**config.mk**
```make
export PLATFORM = sky130hd
export DESIGN_NAME = wav_dfi_phy_hs_resp
export DESIGN_NICKNAME = d
export VERILOG_FILES = /design/src/rtl/wav_dfi_phy_hs_resp.sv
export SDC_FILE = /design/constraint.sdc
export NUM_CORES = 1
export LEC_CHECK = 0
export CORE_UTILIZATION = 49
export DETAILED_ROUTE_END_ITERATION = 10
export PLACE_DENSITY_LB_ADDON = 0.08
export SLEW_MARGIN = 20
export SYNTH_ARGS = -nofsm -noshare
export SYNTH_HDL_FRONTEND = slang
export SYNTH_SLANG_ARGS = --single-unit
```
**constraint.sdc**
```tcl
create_clock -name clock -period 2.55 [get_ports clock]
set_input_delay 0.765 -clock clock [delete_from_list [all_inputs] [get_ports clock]]
set_output_delay 0.765 -clock clock [all_outputs]
set_load 0.01 [all_outputs]
```
**src/rtl/wav_dfi_phy_hs_resp.sv**
```systemverilog
// DFI PHY-side handshake responder: low-power ctrl/data acknowledge, MC-initiated update
// acknowledge, and PHY-initiated update request with response timeout.
module wav_dfi_phy_hs_resp #(
  parameter int unsigned TPHYUPD_RESP = 32
) (
  input  logic       clock,
  input  logic       reset,
  input  logic       lp_ctrl_req,
  input  logic [5:0] lp_ctrl_wakeup,
  output logic       lp_ctrl_ack,
  input  logic       lp_data_req,
  input  logic [5:0] lp_data_wakeup,
  output logic       lp_data_ack,
  input  logic       ctrlupd_req,
  output logic       ctrlupd_ack,
  output logic       phyupd_req,
  output logic [1:0] phyupd_type,
  input  logic       phyupd_ack,
  input  logic       cfg_lp_en,
  input  logic [3:0] cfg_lp_ack_dly,
  input  logic       cfg_ctrlupd_en,
  input  logic [3:0] cfg_phyupd_hold,
  input  logic       phyupd_trig,
  input  logic [1:0] phyupd_trig_type,
  output logic       phyupd_busy,
  output logic [5:0] lp_ctrl_wakeup_q,
  output logic [5:0] lp_data_wakeup_q,
  output logic       err_phyupd_timeout,
  input  logic       err_clr
);

  localparam int unsigned CntW = $clog2(TPHYUPD_RESP + 1);
  localparam logic [CntW-1:0] RespMax = CntW'(TPHYUPD_RESP);

  localparam logic [1:0] LpIdle = 2'd0;
  localparam logic [1:0] LpWait = 2'd1;
  localparam logic [1:0] LpAck  = 2'd2;

  localparam logic [1:0] PuIdle = 2'd0;
  localparam logic [1:0] PuReq  = 2'd1;
  localparam logic [1:0] PuHold = 2'd2;
  localparam logic [1:0] PuRel  = 2'd3;

  // ---------------------------------------------------------------------------------------------
  // Low-power channels: index 0 = ctrl, index 1 = data
  // ---------------------------------------------------------------------------------------------
  logic [1:0] lp_req;
  logic [5:0] lp_wakeup [2];
  logic [1:0] lp_st_q   [2];
  logic [1:0] lp_st_d   [2];
  logic [3:0] lp_cnt_q  [2];
  logic [3:0] lp_cnt_d  [2];
  logic [5:0] lp_wake_q [2];
  logic [5:0] lp_wake_d [2];
  // Blocks a request that was already high when reset released until it is seen low.
  logic [1:0] lp_blk_q, lp_blk_d;

  assign lp_req       = {lp_data_req, lp_ctrl_req};
  assign lp_wakeup[0] = lp_ctrl_wakeup;
  assign lp_wakeup[1] = lp_data_wakeup;

  always_comb begin
    lp_blk_d = lp_blk_q & lp_req;
    for (int c = 0; c < 2; c++) begin
      lp_st_d[c]   = lp_st_q[c];
      lp_cnt_d[c]  = lp_cnt_q[c];
      lp_wake_d[c] = lp_wake_q[c];
      case (lp_st_q[c])
        LpIdle: begin
          if (lp_req[c] && cfg_lp_en && !lp_blk_q[c]) begin
            lp_st_d[c]   = LpWait;
            lp_cnt_d[c]  = '0;
            lp_wake_d[c] = lp_wakeup[c];
          end
        end
        LpWait: begin
          if (!lp_req[c]) begin
            lp_st_d[c] = LpIdle;
          end else if (lp_cnt_q[c] == cfg_lp_ack_dly) begin
            lp_st_d[c] = LpAck;
          end else begin
            lp_cnt_d[c] = lp_cnt_q[c] + 4'd1;
          end
        end
        LpAck: begin
          if (!lp_req[c]) begin
            lp_st_d[c] = LpIdle;
          end
        end
        default: lp_st_d[c] = LpIdle;
      endcase
    end
  end

  always_ff @(posedge clock) begin
    if (reset) begin
      for (int c = 0; c < 2; c++) begin
        lp_st_q[c]   <= LpIdle;
        lp_cnt_q[c]  <= '0;
        lp_wake_q[c] <= '0;
      end
      lp_blk_q <= lp_req;
    end else begin
      for (int c = 0; c < 2; c++) begin
        lp_st_q[c]   <= lp_st_d[c];
        lp_cnt_q[c]  <= lp_cnt_d[c];
        lp_wake_q[c] <= lp_wake_d[c];
      end
      lp_blk_q <= lp_blk_d;
    end
  end

  assign lp_ctrl_ack      = (lp_st_q[0] == LpAck);
  assign lp_data_ack      = (lp_st_q[1] == LpAck);
  assign lp_ctrl_wakeup_q = lp_wake_q[0];
  assign lp_data_wakeup_q = lp_wake_q[1];

  // ---------------------------------------------------------------------------------------------
  // MC-initiated update acknowledge
  // ---------------------------------------------------------------------------------------------
  logic cu_ack_q, cu_ack_d;
  logic cu_blk_q, cu_blk_d;

  always_comb begin
    cu_blk_d = cu_blk_q & ctrlupd_req;
    cu_ack_d = ctrlupd_req &&
               (cu_ack_q || (cfg_ctrlupd_en && !phyupd_busy && !cu_blk_q));
  end

  always_ff @(posedge clock) begin
    if (reset) begin
      cu_ack_q <= 1'b0;
      cu_blk_q <= ctrlupd_req;
    end else begin
      cu_ack_q <= cu_ack_d;
      cu_blk_q <= cu_blk_d;
    end
  end

  // Gating with the live request drops the ack in the same cycle the request falls.
  assign ctrlupd_ack = cu_ack_q & ctrlupd_req;

  // ---------------------------------------------------------------------------------------------
  // PHY-initiated update
  // ---------------------------------------------------------------------------------------------
  logic [1:0]      pu_st_q, pu_st_d;
  logic [CntW-1:0] pu_cnt_q, pu_cnt_d;
  logic [1:0]      pu_type_q, pu_type_d;
  logic            pu_req_q, pu_req_d;
  logic            pend_q, pend_d;
  logic [1:0]      pend_type_q, pend_type_d;
  logic            err_q, err_d;
  logic            err_set;
  logic            pu_eligible;
  logic            pu_launch;

  assign pu_eligible = (pu_st_q == PuIdle) && !cu_ack_q && !ctrlupd_req;
  assign pu_launch   = pu_eligible && (phyupd_trig || pend_q);

  always_comb begin
    pu_st_d     = pu_st_q;
    pu_cnt_d    = pu_cnt_q;
    pu_type_d   = pu_type_q;
    pend_d      = pend_q;
    pend_type_d = pend_type_q;
    err_set     = 1'b0;

    // A trigger that cannot launch now is remembered once; later ones are dropped.
    if (pu_launch) begin
      pend_d = 1'b0;
    end else if (phyupd_trig && !pend_q) begin
      pend_d      = 1'b1;
      pend_type_d = phyupd_trig_type;
    end

    case (pu_st_q)
      PuIdle: begin
        if (pu_launch) begin
          pu_st_d   = PuReq;
          pu_cnt_d  = '0;
          pu_type_d = pend_q ? pend_type_q : phyupd_trig_type;
        end
      end
      PuReq: begin
        if (phyupd_ack) begin
          pu_st_d  = PuHold;
          pu_cnt_d = '0;
        end else if (pu_cnt_q == RespMax) begin
          err_set = 1'b1;
          pu_st_d = PuRel;
        end else begin
          pu_cnt_d = pu_cnt_q + CntW'(1);
        end
      end
      PuHold: begin
        if (pu_cnt_q == CntW'(cfg_phyupd_hold)) begin
          pu_st_d = PuRel;
        end else begin
          pu_cnt_d = pu_cnt_q + CntW'(1);
        end
      end
      PuRel: begin
        if (!phyupd_ack) begin
          pu_st_d = PuIdle;
        end
      end
      default: pu_st_d = PuIdle;
    endcase

    pu_req_d = (pu_st_d == PuReq) || (pu_st_d == PuHold);
    err_d    = err_set || (err_q && !err_clr);
  end

  always_ff @(posedge clock) begin
    if (reset) begin
      pu_st_q     <= PuIdle;
      pu_cnt_q    <= '0;
      pu_type_q   <= '0;
      pu_req_q    <= 1'b0;
      pend_q      <= 1'b0;
      pend_type_q <= '0;
      err_q       <= 1'b0;
    end else begin
      pu_st_q     <= pu_st_d;
      pu_cnt_q    <= pu_cnt_d;
      pu_type_q   <= pu_type_d;
      pu_req_q    <= pu_req_d;
      pend_q      <= pend_d;
      pend_type_q <= pend_type_d;
      err_q       <= err_d;
    end
  end

  assign phyupd_req         = pu_req_q;
  assign phyupd_type        = pu_type_q;
  assign phyupd_busy        = (pu_st_q != PuIdle);
  assign err_phyupd_timeout = err_q;

endmodule

```
==> results of run 1 <==
[cell families (layout without fill, tap and decap cells)]
logic type	Yosys count	count (layout)	share of synthesized area [%]
xor+xnor	15	15	6.23
flops	43	43	40.8
compound gates	37	37	13.7
buf+inv	21	81	3.98
mux	19	19	9.08
simple gates	78	78	20.2
fa+ha+maj	10	10	5.93
[critical path, cell delays in order (launching register included)]
cell             delay [ns]
dfxtp_2                0.39
inv_1                  0.10
ha_1                   0.23
inv_1                  0.06
clkdlybuf4s50_1        0.52
[power groups by stage]
| stage | Sequential [mW] | Clock (mW) | Combinational [mW] |
|---|---|---|---|
| 6_report | 0.770 | 0.422 | 0.475 |
| 5_1_grt | 0.779 | 0.465 | 0.527 |
| 4_1_cts | 0.768 | 0.437 | 0.476 |
| 3_5_place_dp | 0.783 | 0 | 0.473 |
| 3_3_place_gp | 0.781 | 0 | 0.467 |
| 2_1_floorplan | 0.783 | 0 | 0.277 |
[per-layer routing]
metal,vias up,GRT usage (%),routed length [µm]
li1,910,-,-
met1,807,25.6,2000
met2,44,32.8,1820
met3,7,7.60,297
met4,0,7.18,53
met5,-,0,0
[state kept, by name, summed over array words and instances, names as in the netlist, 2 cells and up]
register	cells
lp_blk_q	2
lp_cnt_q	8
phyupd_type	2
lp_st_q	4
lp_wake_q	12
pend_type_q	2
pu_st_q	2
pu_cnt_q	6
[worst min-delay path by stage]
| stage | start | end | slack (ns) | cells after the start |
|---|---|---|---|---|
| global route | cu_blk_q | cu_blk_q | 0.48 | 1 |
| CTS | cu_blk_q | cu_blk_q | 0.47 | 1 |
| detailed placement | cu_blk_q | cu_blk_q | 0.45 | 1 |
| global placement | cu_blk_q | cu_blk_q | 0.44 | 1 |
| finish | cu_blk_q | cu_blk_q | 0.47 | 1 |
| floorplan | cu_blk_q | cu_blk_q | 0.43 | 1 |
[area by class of cell]
cell class	count	area [µm²]	share of cell area, %
multi-input cells	159	1160	41.6
flip-flops and latches	43	863	30.9
repair buffers	59	569	20.4
clock buffers	6	72.6	2.60
well taps	50	62.6	2.24
inverters	14	52.6	1.88
clock inverters	2	12.5	0.447
[through the flow]
stage,setup TNS (ns),utilization [%]
after floorplan,0,-
after global placement,-0.0944,66.8
after detailed placement,-0.0954,66.8
after CTS,0,68.9
after global routing,0,68.9
final,0,68.9
[placed cells by master (no fill, tap or decap), types with 5 or more instances in the layout]
master and instances:
clkdlybuf4s50_1 50, dfxtp_1 41, nor2_1 30, mux2i_1 18, inv_1 14, xnor2_1 10, ha_1 10, buf_4 8
a21oi_1 7, nor3_1 6, o21a_1 5, xor2_1 5, nor3b_1 5, nand3_1 5, nand2_1 5, clkbuf_8 5
==> results.toml, run 1 <==
[synthesis]
netlist_instances = 223
synth_top_area_share_pct = 40.8
synth-edff-count = 0
ys_seq_elements = 43
ys_top_cells_by_count = "dfxtp_1 (43), nor2_1 (30), mux2i_1 (18), inv_1 (14)"
synthFlopType = "dfxtp_1"
synth_area_leaders = "dfxtp_1 (41%), mux2i_1 (8.5%), ha_1 (5.9%)"
netlist_area_mm2 = 0.00211
synth.most_common_cell = "dfxtp_1"
synth_async_sr_flop_share_pct = 0
yosysWarningCount = 0
yosys.area.top_type = "dfxtp_1"
synth.avg_cell_area_um2 = 9.45
postSynthNetCount = 265
ys_types = 47
ys_seq_area_share_pct = 40.8

[clocking]
cts_tree = "yes"
clock_latency_ns = 0.29
post_cts_buffers = 0
hold_buffers = 0
clk_pin_slew_ns = 0.08
numCtsBuffers = 5
cts_sinks = 43
cts_resized = 1
clk_root_buffer_cell = "clkbuf_8"
cts_max_level = 2
clk_path_buf_depth = 2

[place]
placed_cell_area_mm2 = 0.00271
portBuffers = 51
hpwl_um = 3190
dp.cells = 325
gp_congestion = 0.904
dpl_worst_slack_ns = -0.0954

[setup_path]
reg2reg_depth = 7
r2r_end = "phyupd_req"
crit_arrival_ns = 1.61
worstSetupStartpoint = "pu_st_q[1]"
critPathLaunchType = "flop"
endpoint = "phyupd_busy"
crit_type = "reg -> out"
reg2reg_slack_ns = 0.55
crit_required_ns = 1.79
critPathCaptureType = "output port"
r2r-start = "pu_st_q[1]"
path_max_fanout = 6

[timing]
setup-violations-final = 0
hold_ws_ns = 0.465
fin_crit_sh_pct = 93.2
hold_viol_final = 0
relSlewSlack_pct = 74.1
layout_setup_ws_ns = 0.174
max_freq_mhz = 421
tightest_slew_ns = 0.387
fin_skew_ns = 0.00516
rsz0062_at_grt = "no"
drv_slew = 0
layout_min_cycle_time_ns = 2.38

[grt]
grt_max_degree = 16
antenna_found_initial = 0
grt_pass1_wl_um = 7110
grt.overflow.total = 0
grt_pass1_vias = 1648
grt_use_total_pct = 20.7

[route]
drtPass1Iterations = 6
drcViolationCount = 0
vias = 1768
wl_um = 4170
drt-wirelength-per-cell_um = 12.5
vias_per_cell = 5.31
drt_iter0_drc = 56
drtAntennaViolNets = 0

[worst_hold_path]
hp-class = "reg -> reg"

[power]
vdd_drop_max_v = 0.000427
sequentialPowerShare_pct = 46.2
p_per_area_mw_per_mm2 = 596
p_leak_nw = 1.14
combPwrFrac_pct = 28.5
p_int_mw = 1.17
p_clk_share_pct = 25.3
p_sw_mw = 0.492
total_power_mw = 1.67
swShare_pct = 29.5

[floorplanning]
rows = 23
ios = 52
start_util_pct = 52.0
die_y_um = 67.6
core_area_mm2 = 0.00406
chipWidth_um = 67.6
dieArea_mm2 = 0.00457

[final_layout]
fillers = 340
drive_gt1_share_pct = 8.48
antenna_cells = 0
finalNonFillerCells = 333
syn_to_final_growth_pct = 32.6
fin_area_mm2 = 0.00280
finalNetCount = 324

[flow_run]
maxCapViolCount = 0

[outcome]
status = "finished, final reports clean"
(Power assumes the default switching activity.)
==> run 2, diff against run 1 <==
--- a/config.mk
+++ b/config.mk
@@ -8,6 +8,7 @@
 export CORE_UTILIZATION = 49
 export DETAILED_ROUTE_END_ITERATION = 10
 export PLACE_DENSITY_LB_ADDON = 0.08
+export REMOVE_ABC_BUFFERS = 1
 export SLEW_MARGIN = 20
 export SYNTH_ARGS = -nofsm -noshare
 export SYNTH_HDL_FRONTEND = slang
==> run 2 against run 1 <==
Compared with the run above:
- utilization grew 1.0 points
- sequential share of layout area shrank 0.45 points
- register-to-register slack is essentially flat
- design area grew 1.5%
- highest routed layer unchanged
- worst hold slack gained 0.0059 ns
- global-route usage shrank 0.57 points
==> results.toml, run 2 (synthesized netlist as in run 1, its figures left out) <==
[grt]
grt_pass1_wl_um = 6840
antenna_found_initial = 0
grt_pass1_vias = 1547
grt_max_degree = 14
grt_use_total_pct = 20.2
grt.overflow.total = 0

[timing]
setup-violations-final = 0
drv_slew = 0
layout_min_cycle_time_ns = 2.37
rsz0062_at_grt = "no"
final.setup.tns_ns = 0
fin_skew_ns = 0.00602
max_freq_mhz = 421
relSlewSlack_pct = 69.5
layout_setup_ws_ns = 0.176
fin_crit_sh_pct = 93.1
hold_ws_ns = 0.471
hold_viol_final = 0
tightest_slew_ns = 0.453

[power]
sequentialPowerShare_pct = 44.5
total_power_mw = 1.72
p_sw_mw = 0.492
vdd_drop_max_v = 0.000414
combPwrFrac_pct = 27.6
swShare_pct = 28.5
p_leak_nw = 1.16
p_per_area_mw_per_mm2 = 608
p_clk_share_pct = 27.9
p_int_mw = 1.23

[clocking]
clk_pin_slew_ns = 0.08
clk_path_buf_depth = 2
cts_tree = "yes"
clock_latency_ns = 0.30
hold_buffers = 0
post_cts_buffers = 0
numCtsBuffers = 5
cts_sinks = 43
clk_root_buffer_cell = "clkbuf_8"
cts_max_level = 2

[setup_path]
path_buf_inv = 2
slowest_delay_ns = 0.47
slowest_stage = "clkdlybuf4s50_1"
crit_chain = "clkdlybuf4s50_1 > and2_1 > dlygate4sd2_1"
crit_type = "in -> out"
crit_required_ns = 1.79
critPathCaptureType = "output port"
path_max_fanout = 2
critPathLaunchType = "input pin"
crit_family = "buffers and inverters"
crit_arrival_ns = 1.61

[final_layout]
finalNetCount = 327
fin_area_mm2 = 0.00284
drive_gt1_share_pct = 9.79
antenna_cells = 0
final_common_cell = "clkdlybuf4s50_1"
fillers = 345
final_cell_mix = "clkdlybuf4s50_1 (50), dfxtp_1 (41), nor2_1 (30)"
reg_top3 = "lp_wake_q: 12 flops, lp_cnt_q: 8 flops, pu_cnt_q: 6 flops"
syn_to_final_growth_pct = 34.6
top_register = "lp_wake_q"
largest_register_ffs = 12

[place]
dpl_worst_slack_ns = -0.0963
placed_cell_area_mm2 = 0.00273
portBuffers = 51
gp_congestion = 0.779
hpwl_um = 3310

[flow_run]
maxCapViolCount = 0

[floorplanning]
ios = 52
rows = 23
start_util_pct = 52.0
die_y_um = 67.6
chipWidth_um = 67.6
core_area_mm2 = 0.00406
dieArea_mm2 = 0.00457

[route]
drtPass1Iterations = 4
drt-wirelength-per-cell_um = 12.9
vias_per_cell = 5.22
drcViolationCount = 0
drt_iter0_drc = 72
drtAntennaViolNets = 0
vias = 1754
wl_um = 4340

[outcome]
status = "finished, final reports clean"

[worst_hold_path]
hp-class = "reg -> reg"
## run 2: layer usage
metal / wire (µm) / global-route usage (%) / vias up
met5: 0 / 0 / -
met4: 55 / 8.78 / 0
met3: 158 / 5.41 / 6
met2: 2060 / 31.8 / 32
met1: 2070 / 25.5 / 801
li1: - / - / 915
## run 2: final timing paths
| kind | startpoint | end | cells past startpoint | slack [ns] |
|---|---|---|---|---|
| min reg2reg | lp_blk_q[0] | lp_blk_q[0] | 1 | 0.47 |
| min | lp_blk_q[0] | lp_blk_q[0] | 1 | 0.47 |
| max | ctrlupd_req | ctrlupd_ack | 3 | 0.18 |
| max reg2reg | pu_st_q[1] | phyupd_req | 7 | 0.56 |
## run 2: timing repair
item,CTS,global route
pin swaps,0,0
endpoints found under the hold margin,0,0
resized for setup,1,2
endpoints found under the setup margin,1,1
## run 2: final cells by class
class | count | area, µm² | share of cell area (%)
Multi-Input combinational cell | 159 | 1160 | 41.0
Inverter | 14 | 52.6 | 1.85
Timing Repair Buffer | 62 | 592 | 20.9
Clock inverter | 1 | 7.51 | 0.265
Sequential cell | 43 | 863 | 30.4
Clock buffer | 7 | 96.3 | 3.40
Tap cell | 50 | 62.6 | 2.20
## run 2: power groups by stage
stage | Combinational (mW) | Clock [mW] | Sequential, mW
floorplan | 0.270 | 0 | 0.783
CTS | 0.480 | 0.499 | 0.766
global route | 0.533 | 0.517 | 0.775
finish | 0.477 | 0.480 | 0.767
global placement | 0.471 | 0 | 0.780
detailed placement | 0.478 | 0 | 0.781
## run 2: per-stage QoR
| step | instances | utilization [%] |
|---|---|---|
| floorplan | 216 | - |
| global placement | 328 | 67.3 |
| detailed placement | 328 | 67.3 |
| CTS | 336 | 69.9 |
| global route | 336 | 69.9 |
| finish | 336 | 69.9 |
==> run 3, diff against run 2 <==
--- a/config.mk
+++ b/config.mk
@@ -7,8 +7,9 @@
 export LEC_CHECK = 0
 export CORE_UTILIZATION = 49
 export DETAILED_ROUTE_END_ITERATION = 10
-export PLACE_DENSITY_LB_ADDON = 0.08
+export PLACE_DENSITY = 0.86
 export REMOVE_ABC_BUFFERS = 1
+export SKIP_LAST_GASP = 1
 export SLEW_MARGIN = 20
 export SYNTH_ARGS = -nofsm -noshare
 export SYNTH_HDL_FRONTEND = slang
==> constraint.sdc (replaced) <==
create_clock -name clock -period 2.2 [get_ports clock]
set_input_delay 0.66 -clock clock [delete_from_list [all_inputs] [get_ports clock]]
set_output_delay 0.66 -clock clock [all_outputs]
set_load 0.01 [all_outputs]
==> run 3 against run 2 <==
Compared with the run above:
- utilization increased by 2.2 points
- non-clock buffer count up 14
- sequential share of layout area decreased by 0.88 points
- die area unchanged
- register-to-register slack lost 0.28 ns
- worst hold slack better by 0.010 ns
- critical path type unchanged
- design area is 3.1% higher
- critical path depth is the same
==> results.toml, run 3 (synthesized netlist as in run 1, its figures left out) <==
[outcome]
status = "finished, final reports clean"

[final_layout]
fin_area_mm2 = 0.00293
reg_top3 = "lp_wake_q: 12 flops, lp_cnt_q: 8 flops, pu_cnt_q: 6 flops"
antenna_cells = 0
largest_register_ffs = 12
final_common_cell = "clkdlybuf4s50_1"
final_cell_mix = "clkdlybuf4s50_1 (49), dfxtp_1 (42), nor2_1 (30)"
syn_to_final_growth_pct = 38.8
fillers = 301
top_register = "lp_wake_q"
seqCellArea_um2 = 865
multi_input_area_mm2 = 0.00116
finalNetCount = 341
drive_gt1_share_pct = 13.4

[timing]
hold_ws_ns = 0.481
hold_viol_final = 0
layout_min_cycle_time_ns = 2.16
tightest_slew_ns = 0.369
fin_crit_sh_pct = 98.2
rsz0062_at_grt = "no"
drv_slew = 0
fin_skew_ns = 0.00505
setup-violations-final = 0
max_freq_mhz = 463
final.setup.tns_ns = 0
relSlewSlack_pct = 75.0

[power]
total_power_mw = 1.98
p_per_area_mw_per_mm2 = 678
vdd_drop_max_v = 0.000418
p_leak_nw = 1.23

[place]
placed_cell_area_mm2 = 0.00284
gp_congestion = 0.786
hpwl_um = 3390
portBuffers = 51

[flow_run]
maxCapViolCount = 0

[setup_path]
r2r-start = "pu_st_q[1]"
critPathCaptureType = "output port"
worstSetupStartpoint = "ctrlupd_req"
path_max_fanout = 2
crit_required_ns = 1.54
crit_type = "in -> out"
critPathLaunchType = "input pin"
crit_arrival_ns = 1.50

[worst_hold_path]
worstHoldStart = "lp_blk_q[0]"
hp-class = "reg -> reg"

[route]
wl_um = 4500
drt_iter0_drc = 91
drt-wirelength-per-cell_um = 12.9
drcViolationCount = 0
vias_per_cell = 5.27
drtPass1Iterations = 4
vias = 1839
drtAntennaViolNets = 0

[floorplanning]
dieArea_mm2 = 0.00457
chipWidth_um = 67.6
start_util_pct = 52.0
die_y_um = 67.6
core_area_mm2 = 0.00406
rows = 23
ios = 52

[clocking]
cts_sinks = 43
cts_tree = "yes"
cts_max_level = 2
clk_pin_slew_ns = 0.07
clk_path_buf_depth = 2
numCtsBuffers = 5
hold_buffers = 0
clk_root_buffer_cell = "clkbuf_8"
clock_latency_ns = 0.30

[grt]
grt_pass1_wl_um = 7220
antenna_found_initial = 0
grt_use_total_pct = 21.2
grt_pass1_vias = 1757
grt_max_degree = 13
grt.overflow.total = 0
-- run 3: worst max-delay path, stage by stage --
cell,delay (ns)
clkdlybuf4s50_1,0.47
and2_1,0.11
dlygate4sd2_1,0.26
-- run 3: metal layers --
layer / global-route usage, % / wire length (µm) / vias to the layer above / share of wire, %
li1: - / - / 948 / -
met2: 37.3 / 2210 / 45 / 49
met5: 0 / 0 / - / 0
met3: 5.74 / 199 / 7 / 4.4
met1: 23.4 / 2020 / 839 / 45
met4: 9.84 / 67 / 0 / 1.5
-- run 3: metrics by stage --
step	utilization (%)	cells	setup slack, ns
after CTS	72.1	349	0.0349
after global routing	72.1	349	0.0125
after global placement	69.9	342	-0.230
after floorplan	-	216	0.280
after detailed placement	69.9	342	-0.237
final	72.1	349	0.0393
-- run 3: final timing paths --
check | endpoint | depth (start not counted) | slack [ns]
hold / removal | lp_blk_q[0] | 1 | 0.48
hold reg to reg | lp_blk_q[0] | 1 | 0.48
setup / recovery | ctrlupd_ack | 3 | 0.04
setup reg to reg | phyupd_req | 7 | 0.28
-- run 3: power by group --
| part | total, mW | switching (mW) | internal, mW |
|---|---|---|---|
| sequential | 0.887 | 0.0468 | 0.841 |
| combinational | 0.594 | 0.270 | 0.324 |
| clock | 0.504 | 0.257 | 0.246 |
| total | 1.98 | 0.574 | 1.41 |
-- run 3: layout make-up --
type / instances / area share [%]
flip-flops and latches: 43 / 29.5
inverters: 14 / 1.80
well taps: 50 / 2.14
repair buffers: 76 / 23.8
clock inverters: 1 / 0.171
multi-input cells: 159 / 39.8
clock buffers: 6 / 2.82
-- run 3: timing repair --
| action | CTS | global route |
|---|---|---|
| endpoints found under the hold margin | 0 | 0 |
| buffers inserted | 0 | 0 |
| resized for setup | 4 | 0 |
| setup endpoints to repair | 2 | 0 |
